### src/rtl/smpl_cpu_param_if.sv
// Bus bundle for the accumulator CPU: asynchronous-read instruction memory
// port plus a data memory port with a ready handshake for wait states.
interface smpl_cpu_param_if #(
    parameter int DATA_W = 8,
    parameter int ADDR_W = 5
);
    logic [ADDR_W-1:0]   im_abus;
    logic [ADDR_W+2:0]   im_dbus;
    logic [ADDR_W-1:0]   dm_abus;
    logic [DATA_W-1:0]   dm_in_dbus;
    logic [DATA_W-1:0]   dm_out_dbus;
    logic                rd_mem;
    logic                wr_mem;
    logic                dm_ready;

    // CPU side
    modport master (
        output im_abus,
        input  im_dbus,
        output dm_abus,
        input  dm_in_dbus,
        output dm_out_dbus,
        output rd_mem,
        output wr_mem,
        input  dm_ready
    );

    // Memory side
    modport slave (
        input  im_abus,
        output im_dbus,
        input  dm_abus,
        output dm_in_dbus,
        input  dm_out_dbus,
        input  rd_mem,
        input  wr_mem,
        output dm_ready
    );
endinterface

### src/rtl/smpl_cpu_param.sv
// Parametrised Harvard accumulator CPU. Two-phase FETCH/EXEC machine with a
// terminal HALTED state. Memory instructions stall in EXEC until dm_ready;
// branches complete in EXEC unconditionally. Bus outputs are decoded from
// registered state only, so they are glitch-free functions of the flops.
module smpl_cpu_param #(
    parameter int DATA_W = 8,
    parameter int ADDR_W = 5,
    parameter int PC_RST = 0
) (
    input  logic                clk,
    input  logic                reset,
    smpl_cpu_param_if.master    bus,
    output logic [DATA_W-1:0]   acc_out,
    output logic                carry,
    output logic                halted
);

    localparam int IW = ADDR_W + 3;

    localparam logic [2:0] OP_HALT = 3'b000;
    localparam logic [2:0] OP_LDA  = 3'b001;
    localparam logic [2:0] OP_ADD  = 3'b010;
    localparam logic [2:0] OP_SUB  = 3'b011;
    localparam logic [2:0] OP_STA  = 3'b100;
    localparam logic [2:0] OP_JMP  = 3'b101;
    localparam logic [2:0] OP_JZ   = 3'b110;
    localparam logic [2:0] OP_JN   = 3'b111;

    typedef enum logic [1:0] {
        ST_FETCH  = 2'b00,
        ST_EXEC   = 2'b01,
        ST_HALTED = 2'b10
    } state_t;

    // Architectural and control registers
    state_t              state_r;
    logic [ADDR_W-1:0]   pc_r;
    logic [DATA_W-1:0]   acc_r;
    logic [IW-1:0]       ir_r;
    logic                carry_r;

    // Next-state values
    state_t              state_s;
    logic [ADDR_W-1:0]   pc_s;
    logic [DATA_W-1:0]   acc_s;
    logic [IW-1:0]       ir_s;
    logic                carry_s;

    // Decoded outputs
    logic [ADDR_W-1:0]   dm_abus_s;
    logic                rd_mem_s;
    logic                wr_mem_s;
    logic                halted_s;

    // Instruction fields and ALU result
    logic [2:0]          opcode_s;
    logic [ADDR_W-1:0]   operand_s;
    logic [DATA_W:0]     alu_s;

    // Add or subtract one bit wider than the datapath; the top bit is carry
    // for ADD and borrow (subtrahend larger than acc, unsigned) for SUB.
    function automatic logic [DATA_W:0] alu_f(
        input logic              sub_op,
        input logic [DATA_W-1:0] a,
        input logic [DATA_W-1:0] b
    );
        logic [DATA_W:0] ax;
        logic [DATA_W:0] bx;
        ax = {1'b0, a};
        bx = {1'b0, b};
        if (sub_op) begin
            return ax - bx;
        end else begin
            return ax + bx;
        end
    endfunction

    assign opcode_s  = ir_r[IW-1:ADDR_W];
    assign operand_s = ir_r[ADDR_W-1:0];
    assign alu_s     = alu_f(opcode_s == OP_SUB, acc_r, bus.dm_in_dbus);

    // State and architectural register update; reset overrides any stall or HALT
    always_ff @(posedge clk) begin
        if (reset) begin
            state_r <= ST_FETCH;
            pc_r    <= ADDR_W'(PC_RST);
            acc_r   <= {DATA_W{1'b0}};
            ir_r    <= {IW{1'b0}};
            carry_r <= 1'b0;
        end else begin
            state_r <= state_s;
            pc_r    <= pc_s;
            acc_r   <= acc_s;
            ir_r    <= ir_s;
            carry_r <= carry_s;
        end
    end

    // Next-state, datapath and bus-request decode
    always_comb begin
        state_s   = state_r;
        pc_s      = pc_r;
        acc_s     = acc_r;
        ir_s      = ir_r;
        carry_s   = carry_r;
        dm_abus_s = {ADDR_W{1'b0}};
        rd_mem_s  = 1'b0;
        wr_mem_s  = 1'b0;
        halted_s  = 1'b0;

        case (state_r)
            ST_FETCH: begin
                ir_s    = bus.im_dbus;
                pc_s    = pc_r + ADDR_W'(1);
                state_s = ST_EXEC;
            end

            ST_EXEC: begin
                case (opcode_s)
                    OP_HALT: begin
                        state_s = ST_HALTED;
                    end
                    OP_LDA: begin
                        dm_abus_s = operand_s;
                        rd_mem_s  = 1'b1;
                        if (bus.dm_ready) begin
                            acc_s   = bus.dm_in_dbus;
                            state_s = ST_FETCH;
                        end else begin
                            state_s = ST_EXEC;
                        end
                    end
                    OP_ADD, OP_SUB: begin
                        dm_abus_s = operand_s;
                        rd_mem_s  = 1'b1;
                        if (bus.dm_ready) begin
                            acc_s   = alu_s[DATA_W-1:0];
                            carry_s = alu_s[DATA_W];
                            state_s = ST_FETCH;
                        end else begin
                            state_s = ST_EXEC;
                        end
                    end
                    OP_STA: begin
                        dm_abus_s = operand_s;
                        wr_mem_s  = 1'b1;
                        if (bus.dm_ready) begin
                            state_s = ST_FETCH;
                        end else begin
                            state_s = ST_EXEC;
                        end
                    end
                    OP_JMP: begin
                        pc_s    = operand_s;
                        state_s = ST_FETCH;
                    end
                    OP_JZ: begin
                        if (acc_r == {DATA_W{1'b0}}) begin
                            pc_s = operand_s;
                        end else begin
                            pc_s = pc_r;
                        end
                        state_s = ST_FETCH;
                    end
                    OP_JN: begin
                        if (acc_r[DATA_W-1]) begin
                            pc_s = operand_s;
                        end else begin
                            pc_s = pc_r;
                        end
                        state_s = ST_FETCH;
                    end
                    default: begin
                        state_s = ST_HALTED;
                    end
                endcase
            end

            ST_HALTED: begin
                halted_s = 1'b1;
                state_s  = ST_HALTED;
            end

            default: begin
                state_s = ST_FETCH;
            end
        endcase
    end

    assign bus.im_abus     = pc_r;
    assign bus.dm_abus     = dm_abus_s;
    assign bus.dm_out_dbus = acc_r;
    assign bus.rd_mem      = rd_mem_s;
    assign bus.wr_mem      = wr_mem_s;
    assign acc_out         = acc_r;
    assign carry           = carry_r;
    assign halted          = halted_s;

endmodule

### src/flat_wrapper.sv
// flat-port wrapper written by rule: the top's interface ports become plain ports
module smpl_cpu_param_flat 
#(
    parameter int DATA_W = 8,
    parameter int ADDR_W = 5,
    parameter int PC_RST = 0
)
  (clk, reset, acc_out, carry, halted, bus_im_abus, bus_im_dbus, bus_dm_abus, bus_dm_in_dbus, bus_dm_out_dbus, bus_rd_mem, bus_wr_mem, bus_dm_ready);
  smpl_cpu_param_if #(.DATA_W(DATA_W), .ADDR_W(ADDR_W)) bus_i ();
  input  logic clk;
  input  logic reset;
  output logic [DATA_W-1:0] acc_out;
  output logic carry;
  output logic halted;
  output wire logic [$bits(bus_i.im_abus)-1:0] bus_im_abus;
  input wire logic [$bits(bus_i.im_dbus)-1:0] bus_im_dbus;
  output wire logic [$bits(bus_i.dm_abus)-1:0] bus_dm_abus;
  input wire logic [$bits(bus_i.dm_in_dbus)-1:0] bus_dm_in_dbus;
  output wire logic [$bits(bus_i.dm_out_dbus)-1:0] bus_dm_out_dbus;
  output wire logic [$bits(bus_i.rd_mem)-1:0] bus_rd_mem;
  output wire logic [$bits(bus_i.wr_mem)-1:0] bus_wr_mem;
  input wire logic [$bits(bus_i.dm_ready)-1:0] bus_dm_ready;
  assign bus_im_abus = bus_i.im_abus;
  assign bus_i.im_dbus = bus_im_dbus;
  assign bus_dm_abus = bus_i.dm_abus;
  assign bus_i.dm_in_dbus = bus_dm_in_dbus;
  assign bus_dm_out_dbus = bus_i.dm_out_dbus;
  assign bus_rd_mem = bus_i.rd_mem;
  assign bus_wr_mem = bus_i.wr_mem;
  assign bus_i.dm_ready = bus_dm_ready;
  smpl_cpu_param #(.DATA_W(DATA_W), .ADDR_W(ADDR_W), .PC_RST(PC_RST)) u_core (.clk(clk), .reset(reset), .bus(bus_i), .acc_out(acc_out), .carry(carry), .halted(halted));
endmodule
### config.mk
export PLATFORM = sky130hd
export DESIGN_NAME = smpl_cpu_param_flat
export DESIGN_NICKNAME = d
export VERILOG_FILES = /design/src/rtl/smpl_cpu_param_if.sv /design/src/rtl/smpl_cpu_param.sv /design/src/flat_wrapper.sv
export SDC_FILE = /design/constraint.sdc
export NUM_CORES = 1
export LEC_CHECK = 0
export ABC_AREA = 1
export CELL_PAD_IN_SITES_DETAIL_PLACEMENT = 0
export CELL_PAD_IN_SITES_GLOBAL_PLACEMENT = 2
export CORE_ASPECT_RATIO = 0.5
export CORE_UTILIZATION = 26
export DETAILED_ROUTE_END_ITERATION = 16
export GPL_TIMING_DRIVEN = 0
export PLACE_DENSITY_LB_ADDON = 0.1
export SYNTH_ARGS = -nofsm -noshare
export SYNTH_HDL_FRONTEND = slang
export SYNTH_SLANG_ARGS = --single-unit
### constraint.sdc
create_clock -name clk -period 3.11 [get_ports clk]
set_clock_uncertainty 0.15 [all_clocks]
set_input_delay 0.622 -clock clk [delete_from_list [all_inputs] [get_ports clk]]
set_output_delay 0.622 -clock clk [all_outputs]
set_load 0.03 [all_outputs]
Word level (Yosys, flattened, before mapping) --
Index checks and enable logic that the tools add are counted.
Cells by class: muxes and demuxes 18, reduce and logical (&&, ||, !) cells 12, add/subtract/negate cells 3, equal/unequal tests 14
Operators by type and width (number):
- 5-bit 2-to-1 mux | 4
- 8-bit 2-to-1 mux | 2
- 8-bit one-hot mux with 2 select lines | 1
- 5-bit one-hot mux with 3 select lines | 1
- 3-bit equality test, second input constant | 4
- 2-bit one-hot mux with 3 select lines | 2
- 5-bit one-hot mux with 2 select lines | 1
- 8-bit by 8-bit adder with 9-bit output | 1
- 9-bit 2-to-1 mux | 1
- 8-bit by 8-bit subtractor with 9-bit output | 1
- 8-bit logical NOT | 1
- 4-bit AND reduction | 2
- 3-bit by 2-bit equality test with 1-bit output, second input constant | 2
- 1-bit 2-to-1 mux | 6
- 3-bit by 2-bit != test with 1-bit output, second input constant | 2
- 3-bit OR reduction | 2
- 5-bit by 1-bit adder with 5-bit output, second input constant | 1
- 2-bit != test, second input constant | 2
- 4-bit by 3-bit != test with 1-bit output, second input constant | 1
- 2-bit nonzero test | 2
- 4-bit OR reduction | 1
- 3-bit by 1-bit equality test with 1-bit output, second input constant | 1
- 3-bit logical NOT | 1
- 3-bit AND reduction | 1
- other kinds (4) | 4
Word-level totals: input bits 19, register bits 24

Logic depth before layout (Yosys ltp) --
word-level depth 4, depth in mapped cells 15

Least setup slack after synthesis --
OpenSTA, ideal clock, no wires.
path kind input to register, from input port bus_dm_in_dbus[2], to register u_core.carry_r, in the netlist u_core.carry, slack 0.670 ns, data arrival time 2.181 ns, path buffers 0, stages 13, setup time 0.109 ns, cell sequence inv_1 nand3_1 o31ai_1 xor2_1 inv_1 ha_1 a21oi_1 o21a_1 nand2_1 nand2_1 nand3b_4 nand2_1 inv_1
Between the ends: longest elaborated chain between the ends 2, elaborated cells between the ends (all ways) 3, classes of those cells add/sub: 2; mux: 1
Ends and longest elaborated chain:
- start: declaration | RTL line flat_wrapper.sv:18 | input wire logic [$bits(bus_i.dm_in_dbus)-1:0] bus_dm_in_dbus;
- 8-bit by 8-bit adder with 9-bit output or 8-bit by 8-bit subtractor with 9-bit output (tied branches) | RTL line smpl_cpu_param.sv:74, smpl_cpu_param.sv:72
- 9-bit 2-to-1 mux * | RTL line smpl_cpu_param.sv:71 | if (sub_op) begin
- end signal: assignment | RTL line smpl_cpu_param.sv:95 | carry_r <= carry_s;
- end: declaration | RTL line smpl_cpu_param.sv:40 | logic carry_r;
Every way passes the cells marked *; elsewhere a longest branch is shown, timed or not. A chain may end at the register's enable or synchronous reset.

Final worst setup path --
Same ends and word-level chain as after synthesis.

==> impl_metrics.tcl <==
set metrics [dict create \
    drive_gt1_frac 0.123 \
    powerDensity_nw_per_um2 497 \
    antenna_found_initial 0 \
    leakage_nw 1.19 \
    end_kind "flip-flop" \
    h-tree-depth 1 \
    synthFlopType "dfxtp_1" \
    ys_ff_latch 24 \
    die_h_um 62.5 \
    grt_max_degree 14 \
    synthToLayoutAreaGrowth_pct 36.2 \
    final_nets 363 \
    cts_sinks 24 \
    start_kind "primary input" \
    rr_worst_depth 13 \
    critPathRequiredTime_ns 3.12 \
    start_util 0.276 \
    ir_drop_uv 262 \
    stdcell_area_um2 2590 \
    avgRoutedWirePerCell_um 12.5 \
    grt_pass1_wl_um 8350 \
    hold_viol_final 0 \
    viasPerCell 4.45 \
    yosysWarnings 0 \
    r2r_end "u_core.carry" \
    final_cell_mix "nand2_1 (49), clkdlybuf4s50_1 (48), inv_1 (38), nor2_1 (38), dfxtp_1 (24)" \
    synth_edf_count 0 \
    cts-root-buf "clkbuf_16" \
    worstHoldEndpoint "u_core.ir_r[4]" \
    port_buffers 48 \
    cts_made_buffers 3 \
    syn_nets 310 \
    relSlewSlack 0.788 \
    max_freq_mhz 340 \
    total_power_mw 1.29 \
    cts.reportedPaths.clkPinSlew_ns 0.06 \
    ant_nets 0 \
    core_um2 6880 \
    drv_cap 0 \
    cts_tree "yes" \
    dr.pass1.iters 4 \
    postCtsSetupBuffers 0 \
    avgSynthCellArea_um2 6.80 \
    instances_no_fill 424 \
    clkLatencyLatePin_ns 0.26 \
    die_w_um 123 \
    drtIter0Drc 100 \
    ys_seq_area_frac 0.252 \
    hold_depth 2 \
    rsz0062_at_grt "yes" \
    n_fill_cell 755 \
    num_vias 1887 \
    drc 0 \
    period_minus_slack_ns 2.94 \
    min_from "u_core.ir_r[4]" \
    worst-setup-path-type "in -> reg" \
    grt_overflow 0 \
    holdWs_ns 0.370 \
    num_rows 21 \
    n_antenna_cell 0 \
    final_common_cell "nand2_1" \
    syn_area_um2 1900 \
    tightest_slew_ns 0.317 \
    r2r_slack_ns 0.67 \
    clockBufferDepth 2 \
    worstPathArrival_ns 2.95 \
    worstPathMaxFanout 5 \
    grt_pass1_vias 1665 \
    period_share 0.945 \
    dp.cells 420 \
    outcome "complete, no violations" \
    hold_class "reg -> reg" \
    async_reset_ff_frac 0 \
    grt_usage 0.142 \
    tns_ns 0 \
    finalWeightedCongestion 0.787 \
    maxSlewViolCount 0 \
    place_area_um2 2500 \
    io_pins 49 \
    syn_inst 280 \
    ys_types 37 \
    r2r-start "u_core.ir_r[7]" \
    setup_viol 0 \
    design.die.area_um2 7690 \
    wl_um 5280 \
    dp_hpwl_um 4330 \
]
==> worst max path at each step <==
stage,start,end,slack [ns],depth (start not counted)
global route,bus_dm_in_dbus[2],u_core.carry,-0.01,14
detailed placement,bus_dm_in_dbus[0],u_core.acc_out[7],-0.12,16
global placement,bus_dm_in_dbus[2],u_core.carry,-0.15,14
finish,bus_dm_in_dbus[2],u_core.carry,0.17,14
floorplan,bus_dm_in_dbus[2],u_core.carry,0.67,13
CTS,bus_dm_in_dbus[0],u_core.acc_out[7],0.15,16
==> where the power goes <==
group / internal [mW] / switching (mW)
clock network: 0.197 / 0.110
logic: 0.236 / 0.346
registers: 0.353 / 0.0475
==> registers in the layout, summed over array words and instances (netlist names) <==
signal / flops
u_core.bus.im_abus: 5
u_core.acc_out: 8
u_core.carry: 1
u_core.state_r: 2
u_core.ir_r: 8
==> stage by stage <==
stage	utilization	worst slack (ns)
after floorplan	-	0.670
final	0.377	0.170
after detailed placement	0.363	-0.116
after global routing	0.377	-0.0121
after global placement	0.363	-0.145
after CTS	0.376	0.154
==> synthesized netlist by cell type (2+ instances only) <==
cell type | n | share of area
a21oi_1 | 15 | 0.039
a31oi_1 | 5 | 0.016
buf_4 | 9 | 0.036
dfxtp_1 | 24 | 0.25
ha_1 | 10 | 0.066
inv_1 | 38 | 0.075
inv_2 | 3 | 0.0059
nand2_1 | 49 | 0.097
nand2_2 | 3 | 0.0099
nand2_4 | 2 | 0.012
nand3_1 | 17 | 0.045
nand3_2 | 2 | 0.011
nand3b_1 | 2 | 0.0079
nand3b_4 | 2 | 0.021
nand4_1 | 3 | 0.0099
nor2_1 | 38 | 0.075
nor3_1 | 2 | 0.0053
o21ai_0 | 18 | 0.047
o21ai_1 | 8 | 0.021
o21ai_2 | 2 | 0.0092
o31ai_1 | 2 | 0.0079
or2_2 | 3 | 0.0099
xnor2_1 | 4 | 0.018
xor2_1 | 6 | 0.028
==> worst max-delay path, stage by stage <==
cell	delay, ns
clkdlybuf4s50_1	0.47
inv_1	0.15
nand3_1	0.15
o31ai_2	0.22
xor2_1	0.17
inv_1	0.06
ha_1	0.33
a21oi_1	0.26
o21a_1	0.18
nand2_1	0.06
nand2_1	0.11
nand3b_4	0.08
nand2_1	0.05
inv_1	0.03
==> kinds of logic (layout without fill, tap and decap cells) <==
group                      count (synthesis)  in the layout  synth area share
adders and majority gates                 11             11            0.0763
xor gates and xnor gates                  10             10            0.0460
buffers and inverters                     55            107             0.139
AOI/OAI and AO/OA                         53             53             0.156
DFF                                       24             24             0.252
and+or+nand+nor                          127            127             0.330
==> area by class of cell <==
class                      instances  area (µm²)  share of cell area
clock buffer                       4        88.8              0.0343
tap                               92         115              0.0444
sequential                        24         480               0.185
inverter                          41         154              0.0594
multi-input combinational        201        1160               0.448
buffer                            14         111              0.0430
timing repair buffer              48         480               0.185
==> metal layers <==
layer	wire, µm	global-route usage	share of wire
met2	2270	0.220	0.43
met5	0	0	0
met3	182	0.0283	0.034
met4	30	0.0181	0.0057
met1	2790	0.206	0.53
==> repair_timing <==
item,4_1_cts,5_1_grt
endpoints found under the hold margin,0,0
setup endpoints to repair,0,2
hold buffers,0,0
gates resized for setup,0,1
(Power assumes the default switching activity.)
==> patch 1 (same flow settings) <==
`DATA_W` is set to 8 in 3 places; all go to 12.
--- a/src/rtl/smpl_cpu_param_if.sv
+++ b/src/rtl/smpl_cpu_param_if.sv
@@ -1,7 +1,7 @@
 // Bus bundle for the accumulator CPU: asynchronous-read instruction memory
 // port plus a data memory port with a ready handshake for wait states.
 interface smpl_cpu_param_if #(
-    parameter int DATA_W = 8,
+    parameter int DATA_W = 12,
     parameter int ADDR_W = 5
 );
     logic [ADDR_W-1:0]   im_abus;
--- a/src/rtl/smpl_cpu_param.sv
+++ b/src/rtl/smpl_cpu_param.sv
@@ -3,7 +3,7 @@
 // branches complete in EXEC unconditionally. Bus outputs are decoded from
 // registered state only, so they are glitch-free functions of the flops.
 module smpl_cpu_param #(
-    parameter int DATA_W = 8,
+    parameter int DATA_W = 12,
     parameter int ADDR_W = 5,
     parameter int PC_RST = 0
 ) (
--- a/src/flat_wrapper.sv
+++ b/src/flat_wrapper.sv
@@ -1,7 +1,7 @@
 // flat-port wrapper written by rule: the top's interface ports become plain ports
 module smpl_cpu_param_flat 
 #(
-    parameter int DATA_W = 8,
+    parameter int DATA_W = 12,
     parameter int ADDR_W = 5,
     parameter int PC_RST = 0
 )
Interface: changed (resized acc_out, bus_dm_in_dbus and bus_dm_out_dbus); port bits go from 49 to 61. The function was not compared with the original's and may differ.
==> patch 1 against the unedited design <==
  * Synthesized area increased by 32%
  * Setup slack improved by 0.035 ns
  * Synthesized cell count increased by 42%
  * Die area increased by 31%
  * Final area increased by 38%
  * Sequential cell count increased by 4
  * Non-clock buffer count increased by 23
  * Wire length increased by 54%
  * Largest cell class unchanged
  * Power increased by 27%
  * Largest power group unchanged
==> patch 1: results (changes against the unedited design) <==
INFO  metric placedInstanceArea = 3270 um^2 (was 2500 um^2)
INFO  metric port_buffers = 60 (was 48)
INFO  metric first_drt_pass_iteration_count = 4 (unchanged)
INFO  metric static-leakage-power = 0.00169 uW (was 0.00119 uW)
INFO  metric maxSlewHeadroom = 64.7% (was 78.8%)
INFO  metric max_h_tree_level = 1 (unchanged)
INFO  metric grt_pass1_wl = 13,500 um (was 8350 um)
INFO  metric cts_made_buffers = 3 (unchanged)
INFO  metric worst_ir_drop_vdd = 343 uV (was 262 uV)
INFO  metric hold_path.class = reg2reg (unchanged)
INFO  metric antenna_found_initial = 0 (unchanged)
INFO  metric synth-async-reset-ratio = 0% (unchanged)
INFO  metric number_of_synthesis_warnings = 0 (unchanged)
INFO  metric ys_seq_area_share = 22.3% (was 25.2%)
INFO  metric run_status = finished, final reports clean (unchanged)
INFO  metric largest_net_degree_at_the_start_of_global_routing = 17 (was 14)
INFO  metric place.gp.congestion = 0.801 (was 0.787)
INFO  metric crit_arrival = 2.93 ns (was 2.95 ns)
INFO  metric num_rows = 24 (was 21)
INFO  metric design.final.nets = 506 (was 363)
INFO  metric cts.path.max_buffers = 2 (unchanged)
INFO  metric cts_root_buf = sky130_fd_sc_hd__clkbuf_16 (unchanged)
INFO  metric largest_register_ffs = 12
INFO  metric avgViaCountPerCell = 4.53 (was 4.45)
INFO  metric top_fanout_value_on_the_critical_path = 5 (unchanged)
INFO  metric nFillCells = 983 (was 755)
INFO  metric synthTopCellsByArea = sky130_fd_sc_hd__dfxtp_1 22%, sky130_fd_sc_hd__nand2_1 11%, sky130_fd_sc_hd__inv_1 9.3%, sky130_fd_sc_hd__nor2_1 8.2%, sky130_fd_sc_hd__ha_1 7.0% (was sky130_fd_sc_hd__dfxtp_1 25%, sky130_fd_sc_hd__nand2_1 9.7%, sky130_fd_sc_hd__inv_1 7.5%, sky130_fd_sc_hd__nor2_1 7.5%, sky130_fd_sc_hd__ha_1 6.6%)
INFO  metric first_global_vias = 2,664 (was 1,665)
INFO  metric synth_cell_types = 39 (was 37)
INFO  metric cts.clk_slew.worst_paths = 0.08 ns (was 0.06 ns)
INFO  metric dp.final_hpwl = 6560 um (was 4330 um)
INFO  metric diode_count = 0 (unchanged)
INFO  metric drtIter0Drc = 95 (was 100)
INFO  metric drt_wl_total = 8150 um (was 5280 um)
INFO  metric grtUsageTotal = 16.9% (was 14.2%)
INFO  metric drive_gt1_share = 16.3% (was 12.3%)
INFO  metric worst_skew_pair.late_latency = around 0.27 ns
INFO  metric synth_commonest_cells = 75 x sky130_fd_sc_hd__nand2_1, 62 x sky130_fd_sc_hd__inv_1, 55 x sky130_fd_sc_hd__nor2_1 (was 49 x sky130_fd_sc_hd__nand2_1, 38 x sky130_fd_sc_hd__inv_1, 38 x sky130_fd_sc_hd__nor2_1)
INFO  metric postSynthNetCount = 436 (was 310)
## patch 1: area by class of cell
class,instances,area [um^2],area share [%]
buffer,20,151,4.24
inverter,68,263,7.35
clock inverter,1,30.0,0.840
multi-input combinational,282,1680,47.1
clock buffer,3,75.1,2.10
timing repair buffer,65,649,18.2
sequential,28,561,15.7
tap,130,163,4.55
## patch 1: stage by stage
step / setup slack [ns] / util, % / hold slack [ns] / cells
3_3_place_gp: -0.608 / 36.2 / 0.336 / 588
4_1_cts: 0.00663 / 38.2 / 0.365 / 593
5_1_grt: -0.00213 / 39.5 / 0.400 / 597
3_5_place_dp: -0.593 / 36.2 / 0.352 / 588
6_report: 0.204 / 39.5 / 0.351 / 597
2_1_floorplan: 0.374 / - / 0.296 / 398
## patch 1: layer usage
metal  GRT usage, %  wire length [um]  up-vias
li1               -                 -     1405
met4           1.45                19        0
met5              0                 0        -
met3           2.14               292        2
met1           24.3              4270     1243
met2           28.1              3570       54
## patch 1: final timing paths
kind	endpoint	cells past startpoint	from	slack, ns
min	u_core.ir_r[3]$_SDFFE_PP0P_	2	u_core.ir_r[3]$_SDFFE_PP0P_	0.35
max	u_core.carry$_SDFFE_PP0P_	13	bus_dm_in_dbus[8]	0.20
max reg2reg	u_core.carry$_SDFFE_PP0P_	17	u_core.ir_r[6]$_SDFFE_PP0P_	0.43
min reg2reg	u_core.ir_r[3]$_SDFFE_PP0P_	2	u_core.ir_r[3]$_SDFFE_PP0P_	0.35
## patch 1: logic make-up (layout without fill, tap and decap cells)
logic type                 count (synthesis)  in the layout  synth area share, %
xor gates and xnor gates                  15             15                 5.23
buffers and inverters                     88            157                 16.4
DFF                                       28             28                 22.3
adders and majority gates                 15             15                 7.78
and+or+nand+nor                          177            177                 31.2
AOI/OAI and AO/OA                         75             75                 17.0
## patch 1: what timing repair did
item,in CTS,in global routing
setup buffers,1,4
endpoints found under the hold margin,0,0
pin swaps,14,16
setup endpoints to repair,4,5
resized for setup,24,24
## patch 1: worst max-delay path, stage by stage
cell,delay (ns)
sky130_fd_sc_hd__clkdlybuf4s50_1,0.49
sky130_fd_sc_hd__inv_1,0.09
sky130_fd_sc_hd__a41oi_2,0.22
sky130_fd_sc_hd__xor2_1,0.22
sky130_fd_sc_hd__inv_1,0.07
sky130_fd_sc_hd__ha_2,0.39
sky130_fd_sc_hd__nand2_1,0.14
sky130_fd_sc_hd__nor3_4,0.16
sky130_fd_sc_hd__nand4_1,0.19
sky130_fd_sc_hd__nand4_1,0.15
sky130_fd_sc_hd__nand3_1,0.07
sky130_fd_sc_hd__nand2_1,0.07
sky130_fd_sc_hd__inv_1,0.04
## patch 1: where the power goes
part	leakage, uW	switching (uW)	internal, uW
Combinational	0.00141	470	299
Clock	0.0000511	141	257
Sequential	0.000230	57.7	407
==> patch 2 (same flow settings) <==
Without the edit above. Make the reset (`reset`) asynchronous in one clocked block.
--- a/src/rtl/smpl_cpu_param.sv
+++ b/src/rtl/smpl_cpu_param.sv
@@ -80,7 +80,7 @@
     assign alu_s     = alu_f(opcode_s == OP_SUB, acc_r, bus.dm_in_dbus);
 
     // State and architectural register update; reset overrides any stall or HALT
-    always_ff @(posedge clk) begin
+    always_ff @(posedge clk or posedge reset) begin
         if (reset) begin
             state_r <= ST_FETCH;
             pc_r    <= ADDR_W'(PC_RST);
Function: differs if reset is asserted again (counterexample within 4 cycles, from zero or initial values and one cycle with reset high); with reset held inactive, the same outputs for 10 cycles.
==> patch 2 against the unedited design <==
  * Wire length decreased by 3.8%
  * Count of clock-buffer cells in the layout decreased by 1
  * Critical endpoint is now bus_dm_abus[1]
  * Die area shrank 1.1%
  * Via count is 4.2% lower
  * Synthesized cell count shrank 3.6%
  * Critical path type is now reg2out
  * Sequential share of layout area is 4.7 points higher
  * Setup slack better by 0.0059 ns
  * Sequential cell count is the same
  * Synthesized area shrank 1.1%
  * Final area shrank 0.29%
Power is not compared: it rests on default switching activity, and its combinational part moved more than twofold at a synthesized area within 25%.
==> patch 2: results (changes against the unedited design) <==
INFO  metric run_status = finished, final reports clean (unchanged)
INFO  metric design.final.nets = 353 (was 363)
INFO  metric synth_commonest_cells = 75 x sky130_fd_sc_hd__nand2_1, 34 x sky130_fd_sc_hd__inv_1, 26 x sky130_fd_sc_hd__nor2_1 (was 49 x sky130_fd_sc_hd__nand2_1, 38 x sky130_fd_sc_hd__inv_1, 38 x sky130_fd_sc_hd__nor2_1)
INFO  metric timing.rr.end = u_core.acc_out[6]$_DFFE_PP0P_ (was u_core.carry$_SDFFE_PP0P_)
INFO  metric avgViaCountPerCell = 4.36 (was 4.45)
INFO  metric placedInstanceArea = 2480 um^2 (was 2500 um^2)
INFO  metric ys_seq_area_share = 31.9% (was 25.2%)
INFO  metric worst_path_largest_cell_delay = 0.70 ns (was 0.47 ns)
INFO  metric maxSlewHeadroom = 36.3% (was 78.8%)
INFO  metric min_from = u_core.state_r[1]$_DFF_PP0_ (was u_core.ir_r[4]$_SDFFE_PP0P_)
INFO  metric synth-async-reset-ratio = 100% (was 0%)
INFO  metric gr-usage-met1 = 19.9% (was 20.6%)
INFO  metric grt_util_met2 = 22.8% (was 22.0%)
INFO  metric postSynthNetCount = 300 (was 310)
INFO  metric whs_path_depth = 1 (was 2)
INFO  metric post_synth.cell_area_avg = 6.97 um^2 (was 6.80 um^2)
INFO  metric drt_wl_total = 5080 um (was 5280 um)
INFO  metric synthTopCellsByArea = sky130_fd_sc_hd__dfrtp_1 32%, sky130_fd_sc_hd__nand2_1 15%, sky130_fd_sc_hd__inv_1 6.8%, sky130_fd_sc_hd__ha_1 6.6%, sky130_fd_sc_hd__nand3_1 6.4% (was sky130_fd_sc_hd__dfxtp_1 25%, sky130_fd_sc_hd__nand2_1 9.7%, sky130_fd_sc_hd__inv_1 7.5%, sky130_fd_sc_hd__nor2_1 7.5%, sky130_fd_sc_hd__ha_1 6.6%)
INFO  metric fin_crit_sh = 94.4% (was 94.5%)
INFO  metric hold_slack = 0.348 ns (was 0.370 ns)
INFO  metric grt_pass1_wl = 8480 um (was 8350 um)
INFO  metric dp.final_hpwl = 4160 um (was 4330 um)
INFO  metric reg2reg_setup_slack = 0.71 ns (was 0.67 ns)
INFO  metric final_cell_count_no_fill = 414 (was 424)
INFO  metric grtUsageTotal = 14.0% (was 14.2%)
INFO  metric synth_cell_types = 30 (was 37)
INFO  metric place.gp.congestion = 0.767 (was 0.787)
INFO  metric drive_gt1_share = 9.01% (was 12.3%)
INFO  metric grt_use_met3 = 2.21% (was 2.83%)
INFO  metric synth_top_flop_cell = sky130_fd_sc_hd__dfrtp_1 (was sky130_fd_sc_hd__dfxtp_1)
INFO  metric drtIter0Drc = 95 (was 100)
INFO  metric crit_end = bus_dm_abus[1] (was u_core.carry$_SDFFE_PP0P_)
INFO  metric largest_net_degree_at_the_start_of_global_routing = 25 (was 14)
INFO  metric setup_buffers_after_cts = 0 (unchanged)
INFO  metric timing.critical_path.from = u_core.ir_r[5]$_DFFE_PP0P_ (was bus_dm_in_dbus[2])
INFO  metric whs_endpoint = u_core.state_r[0]$_DFF_PP0_ (was u_core.ir_r[4]$_SDFFE_PP0P_)
patch 2: area by class of cell:
class / count / area [um^2]
Tap cell: 92 / 115
Clock buffer: 3 / 75.1
Buffer: 11 / 80.1
Multi-Input combinational cell: 197 / 1060
Inverter: 38 / 143
Timing Repair Buffer: 48 / 483
Sequential cell: 24 / 601
Clock inverter: 1 / 30.0
Fill cell: 743 / 4250
patch 2: kinds of logic (layout without fill, tap and decap cells):
family / count (synthesis) / count (layout) / share of synthesized area [%]
adder cells (fa/ha/maj): 11 / 11 / 7.71
buffers and inverters: 49 / 101 / 11.8
XOR/XNOR: 8 / 8 / 3.72
flip-flops: 24 / 24 / 31.9
AND/OR/NAND/NOR: 140 / 140 / 32.5
multiplexers: 3 / 3 / 1.80
AO/OA/AOI/OAI: 35 / 35 / 10.5
patch 2: layer usage:
metal | vias up | routed length [um] | part of all wire (%)
met5 | - | 0 | 0
li1 | 963 | - | -
met3 | 0 | 258 | 5.1
met4 | 0 | 0 | 0
met1 | 810 | 2600 | 51
met2 | 34 | 2220 | 44
